**src/rtl/mem_port_arbiter.sv**
```systemverilog
// Arbitrates one single-ported unified memory between instruction fetch and
// the data (LDR/STR) port, with a bounded-starvation priority for fetch.
module mem_port_arbiter #(
    parameter int ADDR_W       = 32,
    parameter int DATA_W       = 32,
    parameter int STARVE_LIMIT = 4
) (
    input  logic              clk,
    input  logic              reset_n,
    input  logic              if_req,
    input  logic [ADDR_W-1:0] if_addr,
    output logic [DATA_W-1:0] if_rdata,
    output logic              if_valid,
    output logic              stallF,
    input  logic              dm_req,
    input  logic              dm_we,
    input  logic [ADDR_W-1:0] dm_addr,
    input  logic [DATA_W-1:0] dm_wdata,
    output logic [DATA_W-1:0] dm_rdata,
    output logic              dm_valid,
    output logic              stallM,
    output logic              mem_req,
    output logic              mem_we,
    output logic [ADDR_W-1:0] mem_addr,
    output logic [DATA_W-1:0] mem_wdata,
    input  logic [DATA_W-1:0] mem_rdata,
    input  logic              mem_ready
);

    localparam int CNT_W = $clog2(STARVE_LIMIT + 1);

    typedef enum logic [1:0] {
        ST_IDLE  = 2'd0,
        ST_FETCH = 2'd1,
        ST_DATA  = 2'd2
    } state_e;

    state_e             state_q, state_d;
    logic [CNT_W-1:0]   starve_cnt_q, starve_cnt_d;
    logic               mem_we_q, mem_we_d;
    logic [ADDR_W-1:0]  mem_addr_q, mem_addr_d;
    logic [DATA_W-1:0]  mem_wdata_q, mem_wdata_d;
    logic               if_valid_q, if_valid_d;
    logic               dm_valid_q, dm_valid_d;
    logic [DATA_W-1:0]  if_rdata_q, if_rdata_d;
    logic [DATA_W-1:0]  dm_rdata_q, dm_rdata_d;
    logic               if_eff_s, dm_eff_s, grant_f_s, grant_d_s;

    // A port whose completion pulses this cycle must not be re-granted on a stale request.
    assign if_eff_s = if_req & ~if_valid_q;
    assign dm_eff_s = dm_req & ~dm_valid_q;

    // State register
    always_ff @(posedge clk or negedge reset_n) begin
        if (!reset_n) begin
            state_q <= ST_IDLE;
        end else begin
            state_q <= state_d;
        end
    end

    // Next-state and grant decision
    always_comb begin
        state_d   = state_q;
        grant_f_s = 1'b0;
        grant_d_s = 1'b0;
        case (state_q)
            ST_IDLE: begin
                if (if_eff_s && dm_eff_s) begin
                    if (starve_cnt_q < CNT_W'(STARVE_LIMIT)) begin
                        grant_d_s = 1'b1;
                    end else begin
                        grant_f_s = 1'b1;
                    end
                end else if (if_eff_s) begin
                    grant_f_s = 1'b1;
                end else if (dm_eff_s) begin
                    grant_d_s = 1'b1;
                end else begin
                    grant_f_s = 1'b0;
                end
                if (grant_f_s) begin
                    state_d = ST_FETCH;
                end else if (grant_d_s) begin
                    state_d = ST_DATA;
                end else begin
                    state_d = ST_IDLE;
                end
            end
            ST_FETCH, ST_DATA: begin
                if (mem_ready) begin
                    state_d = ST_IDLE;
                end else begin
                    state_d = state_q;
                end
            end
            default: begin
                state_d = ST_IDLE;
            end
        endcase
    end

    // Output and datapath next values
    always_comb begin
        starve_cnt_d = starve_cnt_q;
        mem_we_d     = mem_we_q;
        mem_addr_d   = mem_addr_q;
        mem_wdata_d  = mem_wdata_q;
        if_valid_d   = 1'b0;
        dm_valid_d   = 1'b0;
        if_rdata_d   = if_rdata_q;
        dm_rdata_d   = dm_rdata_q;
        case (state_q)
            ST_IDLE: begin
                if (grant_f_s) begin
                    mem_addr_d   = if_addr;
                    mem_we_d     = 1'b0;
                    starve_cnt_d = '0;
                end else if (grant_d_s) begin
                    mem_addr_d  = dm_addr;
                    mem_we_d    = dm_we;
                    mem_wdata_d = dm_wdata;
                    if (if_eff_s && (starve_cnt_q < CNT_W'(STARVE_LIMIT))) begin
                        starve_cnt_d = starve_cnt_q + CNT_W'(1);
                    end else begin
                        starve_cnt_d = starve_cnt_q;
                    end
                end else begin
                    starve_cnt_d = starve_cnt_q;
                end
            end
            ST_FETCH: begin
                if (mem_ready) begin
                    if_valid_d = 1'b1;
                    if_rdata_d = mem_rdata;
                end else begin
                    if_valid_d = 1'b0;
                end
            end
            ST_DATA: begin
                if (mem_ready) begin
                    dm_valid_d = 1'b1;
                    if (!mem_we_q) begin
                        dm_rdata_d = mem_rdata;
                    end else begin
                        dm_rdata_d = dm_rdata_q;
                    end
                end else begin
                    dm_valid_d = 1'b0;
                end
            end
            default: begin
                if_valid_d = 1'b0;
            end
        endcase
    end

    // Datapath and output registers
    always_ff @(posedge clk or negedge reset_n) begin
        if (!reset_n) begin
            starve_cnt_q <= '0;
            mem_we_q     <= 1'b0;
            mem_addr_q   <= '0;
            mem_wdata_q  <= '0;
            if_valid_q   <= 1'b0;
            dm_valid_q   <= 1'b0;
            if_rdata_q   <= '0;
            dm_rdata_q   <= '0;
        end else begin
            starve_cnt_q <= starve_cnt_d;
            mem_we_q     <= mem_we_d;
            mem_addr_q   <= mem_addr_d;
            mem_wdata_q  <= mem_wdata_d;
            if_valid_q   <= if_valid_d;
            dm_valid_q   <= dm_valid_d;
            if_rdata_q   <= if_rdata_d;
            dm_rdata_q   <= dm_rdata_d;
        end
    end

    assign mem_req   = (state_q != ST_IDLE);
    assign mem_we    = mem_we_q;
    assign mem_addr  = mem_addr_q;
    assign mem_wdata = mem_wdata_q;
    assign if_valid  = if_valid_q;
    assign dm_valid  = dm_valid_q;
    assign if_rdata  = if_rdata_q;
    assign dm_rdata  = dm_rdata_q;
    assign stallF    = if_req & ~if_valid_q;
    assign stallM    = dm_req & ~dm_valid_q;

endmodule

```
**config.mk**
```make
export PLATFORM = sky130hd
export DESIGN_NAME = mem_port_arbiter
export DESIGN_NICKNAME = d
export VERILOG_FILES = /design/src/rtl/mem_port_arbiter.sv
export SDC_FILE = /design/constraint.sdc
export NUM_CORES = 1
export LEC_CHECK = 0
export CAP_MARGIN = 20
export CORE_ASPECT_RATIO = 1.75
export CORE_UTILIZATION = 55
export DETAILED_ROUTE_END_ITERATION = 6
export DONT_BUFFER_PORTS = 1
export GPL_TIMING_DRIVEN = 0
export PLACE_DENSITY_LB_ADDON = 0.15
export SETUP_SLACK_MARGIN = 0.1
export SLEW_MARGIN = 20
export SYNTH_ARGS = -nofsm -noshare
export SYNTH_HDL_FRONTEND = slang
export SYNTH_SLANG_ARGS = --single-unit
```
**constraint.sdc**
```tcl
create_clock -name clk -period 2.25 [get_ports clk]
set_clock_uncertainty 0.05 [all_clocks]
set_input_delay 0.225 -clock clk [delete_from_list [all_inputs] [get_ports clk]]
set_output_delay 0.225 -clock clk [all_outputs]
set_load 0.1 [all_outputs]
```
; ---- After elaboration in Yosys (flattened, before gate mapping)
; Cells that the tools add are included.
[op_classes]
shifts = 0
reduce_logical = 12
n_eq_ne = 3
div = 0
n_addsub = 1
magnitude_cmp = 1
n_mux = 25
bitwise_logic = 6
n_mul = 0
[op_table]
columns = op, n
row1 = $mux W32, 2
row2 = $mux W1, 16
row3 = $mux W3, 3
row4 = $reduce_and A3 Y1, 3
row5 = $mux W2, 3
row6 = $reduce_bool A2 Y1, 3
row7 = $not A1 Y1, 4
row8 = $pmux W2 S2, 1
row9 = $reduce_and A2 Y1, 2
row10 = $add A3 B1 Y3 const B, 1
row11 = $lt A3 B3 Y1 const B, 1
row12 = $and A1 B1 Y1, 2
row13 = $eq A2 B1 Y1 const B, 1
row14 = $eq A2 B2 Y1 const B, 1
row15 = $logic_and A1 B1 Y1, 2
row16 = $logic_not A2 Y1, 1
row17 = $ne A2 B2 Y1 const B, 1
row18 = $reduce_or A2 Y1, 1
[word_totals]
mem_count = 0
romBits = 0
mem_bits_rw = 0
ff_bits = 136
out_inout_bits = 134
latchBits = 0

; ---- Depth between registers and ports, before layout
[depth]
word_depth = 9
ltp_mapped = 7

; ---- Least setup slack after synthesis
; Ideal clock, no wire load.
[synth_timing]
kind = reg-to-reg
from = reg if_valid_q (netlist: if_valid)
to = reg starve_cnt_q[0]
n_path_buf = 0
required_ns = 2.117
stages_incl_launch_ff = 4
path_slack_ns = -0.543
setup_time_ns = 0.083
arrival_ns = 2.661
cell_sequence = dfrtp_1 nor2b_1 nand3_1 o21ai_1
[synth_between]
elab_chain_len = 8
word_cells_on_any_way = 16
cone_classes = 9 x mux / 2 x bitwise / 5 x reduce/logical
[synth_rtl]
columns = element, line_no
row1 = "start, declared", 43  ; logic if_valid_q, if_valid_d;
row2 = "start signal, assigned", 174  ; if_valid_q <= if_valid_d;
row3 = $not A1 Y1 (*), n/a
row4 = $and A1 B1 Y1 (*), n/a
row5 = via stallF, 14  ; output logic stallF,
row6 = $mux W1 / $logic_and A1 B1 Y1 (equally long branches), "75, 69"
row7 = $mux W1, 69  ; if (if_eff_s && dm_eff_s) begin
row8 = $mux W1 (2 in series), 67  ; case (state_q)
row9 = $reduce_bool A2 Y1 (no line), n/a
row10 = $reduce_and A3 Y1 (no line), n/a
row11 = "end signal, assigned", 170  ; starve_cnt_q <= starve_cnt_d;
row12 = "end, declared", 39  ; logic [CNT_W-1:0] starve_cnt_q, starve_cnt_d;
; Mark *: on every way through the listed nets, which the timed path passes. The rest lies on a longest branch. The select of a mux whose other input is x is not followed.
; A chain may end at the register's enable or synchronous reset.

; ---- Final worst setup path
[layout_timing]
from = reg state_q[0]
to = out mem_req
[layout_between]
elab_chain_len = 1
[layout_rtl]
columns = element, line_no
row1 = "start, declared", 38  ; state_e state_q, state_d;
row2 = "start signal, assigned", 58  ; state_q <= state_d;
row3 = $reduce_bool A2 Y1, 181  ; assign mem_req = (state_q != ST_IDLE);
row4 = "end, declared", 22  ; output logic mem_req,
; No other way between the ends.

==> flow_summary.toml <==
[clocking]
holdBufCountCts = 99
root_buffer = "clkbuf_16"
ctsLongestPathBuffers = 2
cts.sinks = 136
cts_setup_buffers = 0
cts-htree-levels = 4
cts.clk_slew.worst_paths_ns = 0.07
cts_made_buffers = 17
cts_tree = "yes"
clk-insertion-delay-late_ns = 0.42

[grt]
grt_pass1_wl_um = 24900
overflow = 0
grt_usage_pct = 29.8
grt_pass1_vias = 4823
antenna_found_initial = 1
grt_max_degree = 137

[yosys]
avgSynthCellArea_um2 = 12.9
syn_nets = 605
synth.distinct_cells = 26
yosys.area_share.adder_pct = 0.833
synth_top_family_by_area = "multiplexers"
yosys.area_share.simple_pct = 5.21
yosysWarnings = 0
synth_area_um2 = 6010
synthMuxAreaShare_pct = 20.0
synth_seq_cells = 136
syn_inst = 467
synth-compound-area-share_pct = 11.2
synthXorXnorAreaFrac_pct = 0
ys_seq_area_share_pct = 56.6

[sta]
relSlewSlack_pct = 36.1
finalCritPeriodShare_pct = 91.2
drv_slew = 0
setup_viol = 0
hold_viol_final = 136
rsz0062_at_grt = "yes"
fmax_ghz = 0.487
worstMarginPinSlew_ns = 0.958
layout_setup_ws_ns = 0.197
whs_ns = -0.553
layout_min_cycle_time_ns = 2.05
fin_setup_tns_ns = 0

[detailed_routing]
ant_nets = 0
drcViolationCount = 0
vias = 4353
vias_per_cell = 5.97
routedWlPerCell_um = 22.6
routed_wl_um = 16500
drt_iter0_markers = 93
firstDrtPassIters = 4

[setup_path]
start_kind = "flip-flop"
cp-end-kind = "output pin"
endpoint = "mem_req"
critPathSlowestCell = "inv_1"
reg2reg_to = "mem_addr[21]$_DFFE_PN0P_"
worstPathArrival_ns = 1.78
cp_common_cell = "inv_1"
crit_chain = "inv_1 > ha_1 > inv_1"
reg2reg_slack_ns = 0.22
r2r_start = "dm_valid$_DFF_PN0_"
critPathKind = "reg2out"
r2r_cells = 5
cp.required_ns = 1.98
crit_start = "state_q[0]$_DFFE_PN0P_"
crit_path_max_fanout = 5
cpPeakStageDelay_ns = 0.64

[floorplan]
pin_count = 268
die_h_um = 140
initial_utilization_pct = 56.5
core-area_um2 = 10600
die_x_um = 81.0
die-area_um2 = 11400
num_rows = 50

[final_layout]
layout-drive-gt1-share_pct = 21.9
syn_to_final_growth_pct = 29.8
utilization_pct = 73.3
final_common_cell = "dfrtp_1"
final_nets = 723
multi_input_area_um2 = 2250
fillers = 721
final_cell_mix = "dfrtp_1 (133), dlygate4sd3_1 (99), inv_1 (37), mux2_2 (35)"
instances_no_fill = 729
seq_area_um2 = 3410

[hold_path]
hold_class = "in2async"

[place]
pre_cts_ws_ns = -0.194
io_buffer_count = 0
dp.final_hpwl_um = 10700
gp_congestion = 0.756
placedCellCount = 597

[status]
status = "complete, but fails checks"
failed_checks = "hold timing"

[flow_run]
drv_cap = 0
worst max-delay path: cells and delay by family, from the launching register on:
kind | cells | cell delay, ns
adders and majority gates | 1 | 0.28
buffers and inverters | 2 | 0.71
DFF | 1 | 0.37
layout make-up:
cell class                      instances  share of cell area, %
Timing Repair Buffer                   99                   12.7
Buffer                                 38                   3.00
Sequential cell                       136                   43.8
Inverter                               37                   1.78
Clock buffer                           19                   5.68
Antenna cell                            1                 0.0321
Multi-Input combinational cell        256                   28.9
Tap cell                              130                   2.09
Clock inverter                         13                   2.05
cells in the mapped netlist:
master / n / area share, %
buf_2: 15 / 1.2
o32a_1: 32 / 5.3
mux2_2: 35 / 6.6
nor3b_2: 1 / 0.21
nor2_1: 1 / 0.062
nor3_1: 32 / 2.7
nor2_4: 1 / 0.19
and2_1: 1 / 0.10
dfrtp_1: 136 / 57
nor2b_1: 2 / 0.21
nand2_1: 4 / 0.25
inv_1: 37 / 2.3
clkbuf_1: 14 / 0.87
and3b_1: 1 / 0.15
buf_6: 9 / 1.7
mux2_1: 32 / 6.0
nand3b_1: 3 / 0.37
o21ai_0: 33 / 2.7
nand2b_1: 2 / 0.21
a21oi_1: 33 / 2.7
mux2_4: 30 / 7.5
nand3b_4: 1 / 0.33
o21ai_1: 4 / 0.33
and3b_4: 1 / 0.21
nand3_1: 3 / 0.25
ha_1: 4 / 0.83
timing repair:
| action | CTS | global route |
|---|---|---|
| hold endpoints to repair | 267 | 136 |
| setup endpoints to repair | 67 | 56 |
| pin swaps | 0 | 0 |
| resized for setup | 4 | 7 |
how the worst min path moves through the flow:
stage / from / to / slack (ns) / cells after the start
5_1_grt: reset_n / mem_addr[8]$_DFFE_PN0P_ / -0.57 / 0
4_1_cts: reset_n / mem_addr[3]$_DFFE_PN0P_ / -0.56 / 0
3_3_place_gp: reset_n / mem_addr[8]$_DFFE_PN0P_ / -0.12 / 0
6_report: reset_n / mem_addr[9]$_DFFE_PN0P_ / -0.55 / 0
2_1_floorplan: reset_n / dm_rdata[0]$_DFFE_PN0P_ / -0.12 / 0
3_5_place_dp: reset_n / mem_addr[11]$_DFFE_PN0P_ / -0.12 / 0
registers in the layout (all words and copies together) (netlist names):
signal	count
dm_rdata	32
state_q	2
starve_cnt_q	3
dm_valid	1
mem_addr	32
mem_wdata	32
if_rdata	32
mem_we	1
if_valid	1
routing by layer:
metal	track usage [%]	share of wire [%]	vias to the layer above
li1	-	-	1904
met1	30.1	34	2141
met2	52.4	54	255
met3	10.1	8.9	53
met4	15.6	3.5	0
met5	0	0	-
cells by family (layout without fill, tap and decap cells):
| family | after synthesis | in the layout |
|---|---|---|
| buf+inv | 75 | 206 |
| other cells | 0 | 1 |
| compound gates | 102 | 102 |
| fa+ha+maj | 4 | 4 |
| simple gates | 53 | 53 |
| flops | 136 | 136 |
| mux | 97 | 97 |
stage by stage:
step                area (um^2)  hold WS (ns)
finish                     7800        -0.553
global route               7800        -0.566
CTS                        7780        -0.563
detailed placement         6180        -0.118
global placement           6180        -0.118
floorplan                  6020        -0.121
Power is not shown: default switching activity piles up to over one toggle a cycle in this logic, so the estimate is an artifact.
